[src/rtl/q_learning_pkg.sv]
// Shared widths and FSM encoding for the Q-learning update sequencer.
package q_learning_pkg;

    localparam int STATE_W = 18;
    localparam int ACT_W   = 4;
    localparam int NUM_ACT = 9;
    localparam int Q_W     = 8;
    localparam int CNT_W   = 16;

    typedef enum logic [2:0] {
        IDLE  = 3'd0,
        RD_S  = 3'd1,
        RD_NS = 3'd2,
        WRITE = 3'd3,
        DONE  = 3'd4
    } seq_state_t;

endpackage

[src/rtl/action_onehot.sv]
// Action index to one-hot RAM write-enable decode, with a legality flag.
module action_onehot
    import q_learning_pkg::*;
(
    input  logic [ACT_W-1:0]   idx,
    output logic [NUM_ACT-1:0] onehot,
    output logic               legal
);

    // Out-of-range actions decode to all-zero so no RAM is ever written.
    assign legal  = (idx < ACT_W'(NUM_ACT));
    assign onehot = legal ? (NUM_ACT'(1) << idx) : '0;

endmodule

[src/rtl/q_update_sequencer.sv]
// Sequences one Q-learning update through the shared action-RAM / max / updater
// datapath: read Q(s,*), read Q(s',*), write the new Q(s,a), then report done.
module q_update_sequencer
    import q_learning_pkg::*;
(
    input  logic               clock,
    input  logic               reset_n,
    input  logic               cfg_we,
    input  logic [Q_W-1:0]     cfg_gamma,
    input  logic [Q_W-1:0]     cfg_alfa,
    input  logic               req_valid,
    output logic               req_ready,
    input  logic [STATE_W-1:0] req_state,
    input  logic [ACT_W-1:0]   req_action,
    input  logic [STATE_W-1:0] req_next_state,
    input  logic [Q_W-1:0]     req_reward,
    output logic [STATE_W-1:0] dp_read_addr,
    output logic [STATE_W-1:0] dp_write_addr,
    output logic [NUM_ACT-1:0] dp_we,
    output logic [ACT_W-1:0]   dp_sel,
    output logic [Q_W-1:0]     dp_reward,
    output logic [Q_W-1:0]     dp_gamma,
    output logic [Q_W-1:0]     dp_alfa,
    input  logic [Q_W-1:0]     dp_q_new,
    output logic               done,
    output logic [Q_W-1:0]     q_new,
    output logic               err,
    output logic [CNT_W-1:0]   update_count
);

    seq_state_t         state;
    logic [STATE_W-1:0] s_r;
    logic [STATE_W-1:0] ns_r;
    logic [ACT_W-1:0]   a_r;
    logic [NUM_ACT-1:0] a_onehot;
    logic               a_legal;
    logic [Q_W-1:0]     gamma_r;
    logic [Q_W-1:0]     alfa_r;

    action_onehot u_action_onehot (
        .idx    (a_r),
        .onehot (a_onehot),
        .legal  (a_legal)
    );

    // Config is writable in any state; a write lands on the next edge.
    always_ff @(posedge clock) begin
        if (!reset_n) begin
            gamma_r <= '0;
            alfa_r  <= '0;
        end else if (cfg_we) begin
            gamma_r <= cfg_gamma;
            alfa_r  <= cfg_alfa;
        end
    end

    assign dp_gamma = gamma_r;
    assign dp_alfa  = alfa_r;

    // NOTE: non-blocking assignments throughout so every register samples
    // pre-edge values, independent of statement order.
    always_ff @(posedge clock) begin
        if (!reset_n) begin
            state         <= IDLE;
            req_ready     <= 1'b1;
            dp_we         <= '0;
            done          <= 1'b0;
            err           <= 1'b0;
            q_new         <= '0;
            update_count  <= '0;
            dp_read_addr  <= '0;
            dp_write_addr <= '0;
            dp_sel        <= '0;
            dp_reward     <= '0;
            s_r           <= '0;
            ns_r          <= '0;
            a_r           <= '0;
        end else begin
            // Pulse outputs default low; only their owning state raises them.
            dp_we <= '0;
            done  <= 1'b0;
            err   <= 1'b0;
            case (state)
                IDLE: begin
                    if (req_valid && req_ready) begin
                        s_r          <= req_state;
                        ns_r         <= req_next_state;
                        a_r          <= req_action;
                        dp_reward    <= req_reward;
                        dp_read_addr <= req_state;
                        req_ready    <= 1'b0;
                        state        <= RD_S;
                    end
                end
                RD_S: begin
                    dp_read_addr <= ns_r;
                    state        <= RD_NS;
                end
                RD_NS: begin
                    // RAM output now trails the address by one cycle, so in
                    // WRITE the delay stage holds Q(s,*) and the RAM Q(s',*).
                    dp_write_addr <= s_r;
                    dp_sel        <= a_r;
                    dp_we         <= a_onehot;
                    state         <= WRITE;
                end
                WRITE: begin
                    q_new <= dp_q_new;
                    done  <= 1'b1;
                    err   <= ~a_legal;
                    if (a_legal) begin
                        update_count <= update_count + 1'b1;
                    end
                    state <= DONE;
                end
                DONE: begin
                    req_ready <= 1'b1;
                    state     <= IDLE;
                end
                default: begin
                    req_ready <= 1'b1;
                    state     <= IDLE;
                end
            endcase
        end
    end

endmodule

[config.mk]
export PLATFORM = sky130hd
export DESIGN_NAME = q_update_sequencer
export DESIGN_NICKNAME = d
export VERILOG_FILES = /design/src/rtl/q_learning_pkg.sv /design/src/rtl/action_onehot.sv /design/src/rtl/q_update_sequencer.sv
export SDC_FILE = /design/constraint.sdc
export NUM_CORES = 1
export LEC_CHECK = 0
export CORE_MARGIN = 8
export CORE_UTILIZATION = 45
export DETAILED_ROUTE_END_ITERATION = 8
export PLACE_DENSITY = 0.85
export SKIP_CTS_REPAIR_TIMING = 1
export SLEW_MARGIN = 10
export SYNTH_ARGS = -nofsm -noshare
export SYNTH_HDL_FRONTEND = slang
export SYNTH_SLANG_ARGS = --single-unit
[constraint.sdc]
create_clock -name clock -period 2.3 [get_ports clock]
set_input_delay 0.345 -clock clock [delete_from_list [all_inputs] [get_ports clock]]
set_output_delay 0.345 -clock clock [all_outputs]
set_load 0.02 [all_outputs]
==> run summary <==
outcome = finished, final reports clean
nets@finish = 854
DP Area = 7000 sq um
CTS tree = yes
initial core utilization = 45.3%
DRT iter0 DRCs = 337
Final Max Tran Viols = 0
post-route ant nets = 0
first-pass GRT wire length = 23600 um
worst setup path start = a_r[2]$_SDFFE_PN0P_
Root Driver = clkbuf_16
clk_lat worst skew = 0.41 ns
net count after synthesis = 688
Seq/Total Area, Yosys = 56.3%
Max Buffers Root-to-Sink = 2
vias in the first global route = 4856
Placer Congestion = 0.793
CP startpoint kind = register
final hold slack = 0.453 ns
clock sinks = 143
clk_skew = 0.00805 ns
async set-or-reset flop fraction in the synthesized netlist = 0%
GR Util met1 = 21.8%
Finished Cell Area = 7590 sq um
total grt overflow = 0
# fillers = 873
overall die height = 122 um
Synth top cells by count = nand2_1, dfxtp_1, a21oi_1, clkbuf_1, nor2_1
critical path required time = 2.63 ns
Critical Path End Type = register
clock-pin slew on the worst setup and hold paths = 0.06 ns
warnings from Yosys = 0
Crit Path Max Fanout = 9
antenna cells = 0
Slew headroom = 55.3%
#FFs+latches synth = 143
Worst EP arrival = 2.43 ns
Largest stage delay, worst path = 0.69 ns
Tmin final = 2.10 ns
Total Routed Length = 14800 um
Critical R2R Launch = a_r[2]$_SDFFE_PN0P_
Rows = 39
top-count cell post-synth = nand2_1
GR Layer Usage met2 = 33.8%
Worst-Margin Slew = 0.671 ns
H-tree levels = 4
MaxCap Viol Count = 0
share of cells above drive strength 1 = 6.33%
Setup-failing EPs final = 0
top_reg_cell synth = dfxtp_1
fin crit share = 91.3%
highest ir drop seen on vdd = 0.445 mV
Mean Syn Cell Area = 8.32 sq um
initial antenna violation count = 0
# port buffers = 175
Placeable Area = 11200 sq um
dpl hpwl = 10500 um
met3 usage = 6.16%
largest net degree at the start of global routing = 91
# IOs = 176
DR WL/cell = 15.9 um
grt peak-use layer = met2
via count = 4767
number of flops mapped to enable cells by yosys = 0
Slowest-stage cell, CP = or4_1
worst path cell trace = o31a_1, or4_1, or4_1, a21oi_1
die width = 122 um
gr usage total = 19.5%
hold path start = s_r[15]$_SDFFE_PN0P_
pwr/cell area = 810 nW/um^2
endpoints failing hold = 0
TritonCTS Buffers = 17
largest cells by area after synthesis = dfxtp_1, nand2_1, a21oi_1
cell mode on critical path = or4_1
proportion of netlist area held by the largest area contributor = 56.3%
synthesized instance count = 611
Pre-Repair DR Iteration Count = 4
vias per cell = 5.11
die area = 15000 sq um
RSZ-0062 raised after global routing = false
Mapped Area = 5080 sq um
synthesis-to-finish area growth = 49.4%
Final TNS setup = 0 ns
Cell variety after synth = 31
Lkg Pwr = 2.74 nW
FMAX = 476 MHz
Crit Path Category = register to register
Synth area leader = dfxtp_1
Min-Delay Path Class = register to register
Residual DRC = 0
==> registers in the layout, summed over array words and instances (netlist names), 9 cells and up <==
name and count:
ns_r 18, dp_we 9, update_count 16, s_r 18
dp_read_addr 18, dp_write_addr 18
==> critical path, delay by kind of cell (launching register included) <==
kind            cells  cell delay, ns
simple gates        2            1.14
compound gates      2            0.50
flops               1            0.38
==> per-stage QoR <==
| stage | power [mW] | util (%) | std cells | setup slack [ns] |
|---|---|---|---|---|
| 2_1_floorplan | 3.11 | - | 611 | 0.314 |
| 3_3_place_gp | 3.49 | 62.4 | 901 | 0.259 |
| 3_5_place_dp | 3.51 | 62.4 | 901 | 0.207 |
| 4_1_cts | 6.21 | 67.7 | 933 | 0.224 |
| 5_1_grt | 6.39 | 67.7 | 933 | 0.173 |
| 6_report | 6.15 | 67.7 | 933 | 0.201 |
==> where the power goes <==
part	switching [mW]	internal [mW]	total (mW)
combinational	0.423	0.360	0.784
clock	1.03	1.66	2.69
sequential	0.0738	2.61	2.68
==> cell type report <==
cell class / instances / area, sq um / area share (%)
flip-flops and latches: 143 / 2860 / 37.7
multi-input cells: 423 / 2050 / 27.0
repair buffers: 189 / 1890 / 24.9
clock buffers: 20 / 457 / 6.01
well taps: 143 / 179 / 2.36
clock inverters: 12 / 136 / 1.80
inverters: 3 / 13.8 / 0.181
==> placed cells by master (no fill, tap or decap), types with 5 or more instances in the layout <==
master and instances:
buf_4 11, a31oi_1 18, a21oi_1 86, mux2i_1 18
dfxtp_1 143, or4_1 5, clkbuf_16 17, nand3_1 5
nand2b_1 7, nor3_1 7, clkdlybuf4s50_1 175, nor2_1 34
nand2_1 204
==> cells by family after synthesis <==
kind of cell | after synthesis | synth area share [%]
buffers and inverters | 45 | 3.57
xor gates and xnor gates | 7 | 1.21
AOI/OAI and AO/OA | 115 | 12.2
adders and majority gates | 1 | 0.246
muxes | 18 | 3.54
DFF | 143 | 56.3
and+or+nand+nor | 282 | 22.9
==> path summary, 6_finish.rpt <==
| path | depth (start not counted) | slack (ns) | end |
|---|---|---|---|
| max | 4 | 0.20 | update_count[14]$_SDFFE_PN0P_ |
| min reg2reg | 2 | 0.45 | dp_write_addr[15]$_SDFFE_PN0N_ |
| max reg2reg | 4 | 0.20 | update_count[14]$_SDFFE_PN0P_ |
| min | 2 | 0.45 | dp_write_addr[15]$_SDFFE_PN0N_ |
==> per-layer routing <==
metal / vias up / wire length, um
met5: - / 0
met4: 0 / 226
met3: 17 / 1210
met2: 173 / 7550
met1: 2206 / 5810
li1: 2371 / -
Note: power is estimated with default switching activity, not from simulation.
